`config.mk`:
```
export PLATFORM = sky130hd
export DESIGN_NAME = bridge_uart_arbiter
export DESIGN_NICKNAME = d
export VERILOG_FILES = /design/src/rtl/bridge_uart_arbiter.sv
export SDC_FILE = /design/constraint.sdc
export NUM_CORES = 1
export LEC_CHECK = 0
export CORE_MARGIN = 4
export CORE_UTILIZATION = 39
export CTS_CLUSTER_DIAMETER = 100
export DETAILED_ROUTE_END_ITERATION = 12
export GPL_ROUTABILITY_DRIVEN = 0
export GPL_TIMING_DRIVEN = 1
export PLACE_DENSITY = 0.74
export SETUP_SLACK_MARGIN = 0.15
export SLEW_MARGIN = 20
export SYNTH_ARGS = -nofsm -noshare
export SYNTH_HDL_FRONTEND = slang
export SYNTH_SLANG_ARGS = --single-unit
```
`constraint.sdc`:
```
create_clock -name clk -period 3.4 [get_ports clk]
set_clock_uncertainty 0.15 [all_clocks]
set_input_delay 0.85 -clock clk [delete_from_list [all_inputs] [get_ports clk]]
set_output_delay 0.85 -clock clk [all_outputs]
set_load 0.1 [all_outputs]
```
`src/rtl/bridge_uart_arbiter.sv`:
```
// Two-requester round-robin arbiter in front of a single UART bridge link.
// A granted command is sent as one TX frame {mode, wdata, addr}. Reads then
// wait for one RX byte. Completion is a one-cycle ack to the owning requester.
// Both wait states are bounded by a saturating timeout counter that reports
// err on expiry.
module bridge_uart_arbiter #(
   parameter int DATA_WIDTH     = 8,
   parameter int ADDR_WIDTH     = 12,
   parameter int TIMEOUT_CYCLES = 262143
) (
   input  logic                             clk,
   input  logic                             rst,
   input  logic [1:0]                       req,
   input  logic [1:0]                       req_mode,
   input  logic [2*ADDR_WIDTH-1:0]          req_addr,
   input  logic [2*DATA_WIDTH-1:0]          req_wdata,
   output logic [1:0]                       ack,
   output logic [DATA_WIDTH-1:0]            rdata,
   output logic                             err,
   output logic                             busy,
   output logic [DATA_WIDTH+ADDR_WIDTH:0]   u_din,
   output logic                             u_en,
   input  logic                             u_tx_busy,
   input  logic                             u_rx_ready,
   input  logic [DATA_WIDTH-1:0]            u_dout
);

   localparam int FW = DATA_WIDTH + ADDR_WIDTH + 1;
   localparam int CW = $clog2(TIMEOUT_CYCLES + 1);
   localparam logic [CW-1:0] TMO = CW'(TIMEOUT_CYCLES);

   typedef enum logic [2:0] {IDLE, SEND, BUSYW, TX, RXW, DONE} state_t;

   state_t                  state_q, state_d;
   logic                    id_q, id_d;
   logic                    last_q, last_d;
   logic [CW-1:0]           cnt_q, cnt_d;
   logic [1:0]              ack_q, ack_d;
   logic [DATA_WIDTH-1:0]   rdata_q, rdata_d;
   logic                    err_q, err_d;
   logic                    busy_q, busy_d;
   logic [FW-1:0]           u_din_q, u_din_d;
   logic                    u_en_q, u_en_d;

   logic                    gnt;
   logic                    mode_g;
   logic [ADDR_WIDTH-1:0]   addr_g;
   logic [DATA_WIDTH-1:0]   wdata_g;
   logic [CW-1:0]           cnt_inc;
   logic                    tmo_hit;
   logic [1:0]              ack_id;

   // Next-state and next-output computation for the arbitration/transfer FSM.
   always_comb begin
      state_d = state_q;
      id_d    = id_q;
      last_d  = last_q;
      cnt_d   = cnt_q;
      ack_d   = 2'b00;
      rdata_d = rdata_q;
      err_d   = err_q;
      busy_d  = busy_q;
      u_din_d = u_din_q;
      u_en_d  = 1'b0;

      // Both requesting: serve the one that was not served last time.
      gnt     = (req == 2'b11) ? ~last_q : req[1];
      mode_g  = gnt ? req_mode[1] : req_mode[0];
      addr_g  = gnt ? req_addr[2*ADDR_WIDTH-1:ADDR_WIDTH] : req_addr[ADDR_WIDTH-1:0];
      wdata_g = gnt ? req_wdata[2*DATA_WIDTH-1:DATA_WIDTH] : req_wdata[DATA_WIDTH-1:0];
      if (!mode_g) wdata_g = '0;

      // Saturating count; expiry once the count would reach the limit, so the
      // FSM spends exactly TIMEOUT_CYCLES cycles in a wait state.
      cnt_inc = (cnt_q == TMO) ? cnt_q : cnt_q + CW'(1);
      tmo_hit = (cnt_inc == TMO);
      ack_id  = id_q ? 2'b10 : 2'b01;

      case (state_q)
         IDLE: begin
            if (req != 2'b00) begin
               id_d    = gnt;
               last_d  = gnt;
               u_din_d = {mode_g, wdata_g, addr_g};
               err_d   = 1'b0;
               rdata_d = '0;
               u_en_d  = 1'b1;
               busy_d  = 1'b1;
               state_d = SEND;
            end
         end
         SEND: begin
            cnt_d   = '0;
            state_d = BUSYW;
         end
         BUSYW: begin
            if (u_tx_busy) begin
               state_d = TX;
            end else if (tmo_hit) begin
               err_d   = 1'b1;
               ack_d   = ack_id;
               state_d = DONE;
            end else begin
               cnt_d = cnt_inc;
            end
         end
         TX: begin
            if (!u_tx_busy) begin
               if (u_din_q[FW-1]) begin
                  ack_d   = ack_id;
                  state_d = DONE;
               end else begin
                  cnt_d   = '0;
                  state_d = RXW;
               end
            end
         end
         RXW: begin
            if (u_rx_ready) begin
               rdata_d = u_dout;
               ack_d   = ack_id;
               state_d = DONE;
            end else if (tmo_hit) begin
               err_d   = 1'b1;
               rdata_d = '0;
               ack_d   = ack_id;
               state_d = DONE;
            end else begin
               cnt_d = cnt_inc;
            end
         end
         DONE: begin
            busy_d  = 1'b0;
            state_d = IDLE;
         end
         default: begin
            busy_d  = 1'b0;
            state_d = IDLE;
         end
      endcase
   end

   // State and registered outputs; pointer resets so requester 0 wins first tie.
   always_ff @(posedge clk or posedge rst) begin
      if (rst) begin
         state_q <= IDLE;
         id_q    <= 1'b0;
         last_q  <= 1'b1;
         cnt_q   <= '0;
         ack_q   <= 2'b00;
         rdata_q <= '0;
         err_q   <= 1'b0;
         busy_q  <= 1'b0;
         u_din_q <= '0;
         u_en_q  <= 1'b0;
      end else begin
         state_q <= state_d;
         id_q    <= id_d;
         last_q  <= last_d;
         cnt_q   <= cnt_d;
         ack_q   <= ack_d;
         rdata_q <= rdata_d;
         err_q   <= err_d;
         busy_q  <= busy_d;
         u_din_q <= u_din_d;
         u_en_q  <= u_en_d;
      end
   end

   assign ack   = ack_q;
   assign rdata = rdata_q;
   assign err   = err_q;
   assign busy  = busy_q;
   assign u_din = u_din_q;
   assign u_en  = u_en_q;

endmodule

```
== Word level (Yosys, flattened, before mapping) ==
Cells that the tools add are included.

* Register bits: 57
* Input port bits: 56
* Output and inout bits: 34
* Logic and storage cells: 77

* Add/sub/neg operators: 1
* Eq/ne operators: 13
* Multiplexer cells: 39
* Bitwise gates (word level): 2
* Reduce and logical (&&, ||, !) cells: 12

{| class="wikitable"
|+ Operators with widths
! cell !! count
|-
| 18-bit two-way mux || 6
|-
| 18-bit one-hot mux with 4 select lines || 1
|-
| 8-bit two-way mux || 5
|-
| 18-bit == test, second input constant || 2
|-
| 18-bit by 1-bit adder with 18-bit output, second input constant || 1
|-
| 8-bit one-hot mux with 2 select lines || 1
|-
| 3-bit two-way mux || 5
|-
| 3-bit one-hot mux with 5 select lines || 1
|-
| 12-bit two-way mux || 1
|-
| 2-bit two-way mux || 6
|-
| 1-bit two-way mux || 10
|-
| 2-bit inequality test, second input constant || 5
|-
| 3-bit by 2-bit == test with 1-bit output, second input constant || 2
|-
| 2-bit one-hot mux with 3 select lines || 1
|-
| 2-bit AND reduction || 3
|-
| 5-bit AND reduction || 1
|-
| 4-bit AND reduction || 1
|-
| 2-bit nonzero test || 2
|-
| 4-bit nonzero test || 1
|-
| 4-bit OR reduction || 1
|-
| 3-bit by 1-bit == test with 1-bit output, second input constant || 1
|-
| 3-bit == test, second input constant || 1
|-
| 3-bit logical NOT || 1
|-
| 3-bit inequality test, second input constant || 1
|-
| other kinds (6) || 7
|}

== Logic depth before layout (Yosys ltp) ==
* Depth after elaboration: 6
* Mapped depth: 10
* Gate-level depth less buffers: 8

== Least setup slack after synthesis ==
OpenSTA, ideal clock, no wires.

* Path kind: flip-flop to flip-flop
* From: reg cnt_q[0]
* To: reg cnt_q[17]
* Library setup time: 87 ps
* Arrival time: 2663 ps
* Data required time: 3163 ps
* Setup slack: 500 ps
* Stages on the path, launching flop included: 11
* Path buffers: 2
* Clock period less this slack: 2900 ps
* Cells stage by stage: dfrtp_1 -> ha_1 -> clkbuf_1 -> nand4_1 -> nor4_4 -> mux2i_1 -> nor4_2 -> and4_1 -> buf_4 -> or4_1 -> a22oi_1

* Longest elaborated chain between the ends: 6
* Elaborated cells on any way between the ends: 8
* Classes of those cells: 1 x add/sub; 2 x eq/ne; 5 x mux

{| class="wikitable"
|+ Ends and longest elaborated chain
! element !! line !! source
|-
| start: declaration || 37 || <nowiki>logic [CW-1:0] cnt_q, cnt_d;</nowiki>
|-
| start signal: assignment || 160 || <nowiki>cnt_q <= cnt_d;</nowiki>
|-
| 18-bit by 1-bit adder with 18-bit output / 18-bit == test (equally long branches) || 75 || <nowiki>cnt_inc = (cnt_q == TMO) ? cnt_q : cnt_q + CW'(1);</nowiki>
|-
| 18-bit two-way mux (*) || 75 ||
|-
| 18-bit == test || 76 || <nowiki>tmo_hit = (cnt_inc == TMO);</nowiki>
|-
| 18-bit two-way mux (*) || 99, 123 ||
|-
| 18-bit two-way mux, on equally long branches || 119, 97 ||
|-
| 18-bit one-hot mux with 4 select lines (*) || 79 || <nowiki>case (state_q)</nowiki>
|}

Every way passes the cells marked *; elsewhere a longest branch is shown, timed or not. The select of a mux whose other input is x is not followed.
A chain may end at the register's enable or synchronous reset.

== Final worst setup path ==
* From: reg cnt_q[0]
* To: reg cnt_q[0]

* Longest elaborated chain between the ends: 6
* Elaborated cells on any way between the ends: 8
* Classes of those cells: 1 x add/sub; 2 x eq/ne; 5 x mux

{| class="wikitable"
|+ Ends and longest elaborated chain
! element !! line
|-
| 18-bit by 1-bit adder with 18-bit output / 18-bit == test (equally long branches) || 75
|-
| 18-bit two-way mux || 75
|-
| 18-bit == test || 76
|-
| 18-bit two-way mux (*) || 99, 123
|-
| 18-bit two-way mux, on equally long branches || 119, 97
|-
| 18-bit one-hot mux with 4 select lines (*) || 79
|}

Marked as above.

==> flow_results.xml <==
<?xml version="1.0" encoding="UTF-8"?>
<metrics>
  <group name="run">
    <metric name="timing.max_cap.violations" unit="">0</metric>
  </group>
  <group name="logic_synthesis">
    <metric name="synthMostInstantiatedCell" unit="">sky130_fd_sc_hd__dfrtp_1</metric>
    <metric name="synth_top_area_cell" unit="">sky130_fd_sc_hd__dfrtp_1</metric>
    <metric name="synth_edf_count" unit="">0</metric>
    <metric name="synthesis.nets" unit="">395</metric>
    <metric name="synthArstFlopShare" unit="%">100</metric>
    <metric name="netlist_instances" unit="">338</metric>
    <metric name="postSynthAreaPerCell" unit="um^2">9.26</metric>
    <metric name="synth-seq-area-share" unit="%">45.6</metric>
    <metric name="syn-cell-area" unit="um^2">3130</metric>
    <metric name="ys.flop_type" unit="">sky130_fd_sc_hd__dfrtp_1</metric>
    <metric name="yosys_warnings" unit="">0</metric>
    <metric name="ys_types" unit="">58</metric>
    <metric name="synth_top_cells_by_count" unit="">56 x sky130_fd_sc_hd__dfrtp_1, 44 x sky130_fd_sc_hd__nand2_1, 40 x sky130_fd_sc_hd__o21ai_0, 21 x sky130_fd_sc_hd__mux2i_1, 20 x sky130_fd_sc_hd__a21oi_1</metric>
    <metric name="synth.ff_latch_count" unit="">57</metric>
    <metric name="synth_top_area_share" unit="%">44.8</metric>
    <metric name="synth.top_cells.by_area" unit="">sky130_fd_sc_hd__dfrtp_1 45%, sky130_fd_sc_hd__mux2i_1 6.7%, sky130_fd_sc_hd__o21ai_0 6.4%, sky130_fd_sc_hd__nand2_1 5.3%, sky130_fd_sc_hd__a21oi_1 3.2%</metric>
  </group>
  <group name="worst_setup_path">
    <metric name="worst-r2r-cell-count" unit="">8</metric>
    <metric name="data_arrival_time_of_the_worst_path" unit="ps">3180</metric>
    <metric name="timing.critical_path.to_type" unit="">flip-flop</metric>
    <metric name="critPathLaunchType" unit="">flip-flop</metric>
    <metric name="rr_endpoint" unit="">cnt_q[0]$_DFFE_PP0P_</metric>
    <metric name="cp_max_fo" unit="">11</metric>
    <metric name="worst-setup-path-type" unit="">reg2reg</metric>
    <metric name="slack_of_the_worst_reg_to_reg_path" unit="ps">290</metric>
    <metric name="cp.required" unit="ps">3470</metric>
    <metric name="worst_r2r_startpoint" unit="">cnt_q[0]$_DFFE_PP0P_</metric>
  </group>
  <group name="finish">
    <metric name="final_layout_size_suffix_gt1_share" unit="%">17.2</metric>
    <metric name="final_design_area_no_fill" unit="um^2">4280</metric>
    <metric name="final_core_util" unit="%">55.0</metric>
    <metric name="design.final.nets" unit="">482</metric>
    <metric name="area_delta_synth_final" unit="%">36.6</metric>
    <metric name="count_of_antenna_diodes_in_the_layout" unit="">0</metric>
    <metric name="layout.filler_cells" unit="">720</metric>
  </group>
  <group name="sta">
    <metric name="fmaxAchievable" unit="MHz">321</metric>
    <metric name="slew-limit-headroom" unit="%">46.3</metric>
    <metric name="worst-slew-pin-transition" unit="ps">806</metric>
    <metric name="final_hold_viol_count" unit="">0</metric>
    <metric name="final.setup.tns" unit="ps">0</metric>
    <metric name="setup_viol" unit="">0</metric>
    <metric name="worst_hold_slack" unit="ps">330</metric>
    <metric name="grt_setup_unrepaired" unit="">yes</metric>
    <metric name="layout_min_cycle_time" unit="ps">3110</metric>
    <metric name="layout_worst_path_cycle_share" unit="%">91.5</metric>
    <metric name="slew_violations" unit="">0</metric>
  </group>
  <group name="global_routing">
    <metric name="grt_max_degree" unit="">34</metric>
    <metric name="grt_first_pass_wirelength" unit="um">14200</metric>
    <metric name="overflow" unit="">0</metric>
    <metric name="grt_overall_usage" unit="%">18.4</metric>
    <metric name="antenna_found_initial" unit="">0</metric>
    <metric name="vias_in_the_first_global_route" unit="">3006</metric>
  </group>
  <group name="power">
    <metric name="design_power_total" unit="uW">4150</metric>
    <metric name="power_leakage" unit="uW">0.00188</metric>
    <metric name="vdd.ir_drop.worst" unit="mV">0.719</metric>
    <metric name="power_density" unit="nW/um^2">971</metric>
  </group>
  <group name="die">
    <metric name="std_cell_rows" unit="">32</metric>
    <metric name="top_level_ports" unit="">90</metric>
    <metric name="initial_utilization" unit="%">40.3</metric>
    <metric name="die_h" unit="um">97.6</metric>
    <metric name="floorplan.die_area" unit="um^2">9520</metric>
    <metric name="die_width" unit="um">97.6</metric>
    <metric name="design.core.area" unit="um^2">7770</metric>
  </group>
  <group name="clock_network">
    <metric name="cts-htree-levels" unit="">3</metric>
    <metric name="post_cts_buffers" unit="">0</metric>
    <metric name="cts_root_buf" unit="">sky130_fd_sc_hd__clkbuf_8</metric>
    <metric name="cts_max_path_buffers" unit="">2</metric>
    <metric name="numClockSinks" unit="">57</metric>
    <metric name="cts_inserted_buffers" unit="">9</metric>
    <metric name="tritoncts_clock_tree" unit="">built</metric>
    <metric name="worstSkewPairLatency" unit="ps">340</metric>
    <metric name="clk_pin_slew" unit="ps">60</metric>
  </group>
  <group name="detailed_routing">
    <metric name="detail_route.first_pass.iterations" unit="">5</metric>
    <metric name="vias_per_cell" unit="">5.62</metric>
    <metric name="drt_first_iter_violations" unit="">219</metric>
    <metric name="routed_wl" unit="um">8750</metric>
    <metric name="routed_wire_length_per_instance" unit="um">16.5</metric>
    <metric name="detailroute.via_count" unit="">2989</metric>
    <metric name="postRouteAntennaNets" unit="">0</metric>
    <metric name="detail_route.drc_violations" unit="">0</metric>
  </group>
  <group name="min_path">
    <metric name="hold_path_end" unit="">u_din[6]$_DFFE_PP0P_</metric>
    <metric name="hold_path_class" unit="">reg2reg</metric>
    <metric name="hold-path-cell-count" unit="">2</metric>
    <metric name="hp-start" unit="">u_din[6]$_DFFE_PP0P_</metric>
  </group>
  <group name="place">
    <metric name="placement.io_buffers" unit="">89</metric>
    <metric name="detailedPlacementHpwl" unit="um">6450</metric>
    <metric name="placedInstanceArea" unit="um^2">4050</metric>
  </group>
  <group name="run_status">
    <metric name="run_status" unit="">complete, no violations</metric>
  </group>
</metrics>
[critical path: stages, from the launching register on]
cell and delay, ps:
sky130_fd_sc_hd__dfrtp_1 480, sky130_fd_sc_hd__ha_2 310, sky130_fd_sc_hd__nand3_1 160, sky130_fd_sc_hd__nor3_1 470, sky130_fd_sc_hd__o221ai_1 260, sky130_fd_sc_hd__nor4_2 420, sky130_fd_sc_hd__nand4_4 260, sky130_fd_sc_hd__and2_1 220
sky130_fd_sc_hd__mux2_2 260
[flip-flops by register name (all words and copies together), names as in the netlist, 2 cells and up]
name	count
u_din	21
ack	2
rdata	8
cnt_q	18
state_q	3
[cell type report]
type	instances	area (um^2)	area share (%)
clock buffers	13	149	3.48
clock inverters	3	65.1	1.52
inverters	6	22.5	0.527
multi-input cells	255	1610	37.7
flip-flops and latches	57	1430	33.4
well taps	102	128	2.99
repair buffers	96	871	20.4
[cell usage in the layout (no fill, tap or decap), types with 4 or more instances in the layout]
cell type / Yosys / routed
sky130_fd_sc_hd__and2_1: 4 / 4
sky130_fd_sc_hd__inv_1: 6 / 5
sky130_fd_sc_hd__and3_1: 7 / 7
sky130_fd_sc_hd__o21ai_0: 40 / 39
sky130_fd_sc_hd__a31oi_1: 5 / 5
sky130_fd_sc_hd__o21a_1: 4 / 4
sky130_fd_sc_hd__nand2_1: 44 / 44
sky130_fd_sc_hd__o31ai_1: 4 / 4
sky130_fd_sc_hd__clkbuf_8: 0 / 10
sky130_fd_sc_hd__nand4_1: 6 / 6
sky130_fd_sc_hd__nor2_1: 17 / 17
sky130_fd_sc_hd__nand3_1: 10 / 10
sky130_fd_sc_hd__nor3_1: 9 / 9
sky130_fd_sc_hd__nand2b_1: 5 / 5
sky130_fd_sc_hd__dfrtp_1: 56 / 56
sky130_fd_sc_hd__a22o_1: 11 / 11
sky130_fd_sc_hd__mux2i_1: 21 / 21
sky130_fd_sc_hd__buf_4: 1 / 40
sky130_fd_sc_hd__clkdlybuf4s50_1: 0 / 55
sky130_fd_sc_hd__a21oi_1: 20 / 20
[power by group]
group          leakage, uW  internal (uW)  total, uW  switching (uW)
registers         0.000752            885       1050             164
clock network     0.000108            433        704             272
logic              0.00102            583       2400            1820
total              0.00188           1900       4150            2250
[cells by family (layout without fill, tap and decap cells)]
logic type	Yosys count	count (layout)	share of synthesized area [%]
adder cells (fa/ha/maj)	1	1	0.400
flip-flops	57	57	45.6
multiplexers	23	23	7.43
AND/OR/NAND/NOR	119	119	20.0
XOR/XNOR	2	2	0.560
AO/OA/AOI/OAI	110	110	22.5
buffers and inverters	26	118	3.52
[through the flow]
stage | cells | setup slack (ps)
2_1_floorplan | 338 | 500
3_3_place_gp | 516 | 318
3_5_place_dp | 516 | 207
4_1_cts | 532 | 192
5_1_grt | 532 | 140
6_report | 532 | 290
[layer usage]
metal,routed length [um],global-route usage (%)
met2,4020,28.7
met3,970,6.68
met5,0,0
met4,215,9.48
met1,3550,22.3
[repair_timing]
item                                    CTS  global route
hold buffers                              0             0
resized for setup                         0             3
endpoints found under the setup margin    0            19
[how the worst max path moves through the flow]
stage | depth (start not counted) | from | endpoint | slack, ps
6_report | 8 | cnt_q[0]$_DFFE_PP0P_ | cnt_q[0]$_DFFE_PP0P_ | 290
2_1_floorplan | 10 | cnt_q[0]$_DFFE_PP0P_ | cnt_q[17]$_DFFE_PP0P_ | 500
5_1_grt | 8 | cnt_q[0]$_DFFE_PP0P_ | cnt_q[17]$_DFFE_PP0P_ | 140
3_3_place_gp | 8 | cnt_q[0]$_DFFE_PP0P_ | cnt_q[0]$_DFFE_PP0P_ | 320
4_1_cts | 8 | cnt_q[0]$_DFFE_PP0P_ | cnt_q[0]$_DFFE_PP0P_ | 190
3_5_place_dp | 8 | cnt_q[0]$_DFFE_PP0P_ | cnt_q[0]$_DFFE_PP0P_ | 210
No activity file was read; power rests on OpenSTA's default activity.
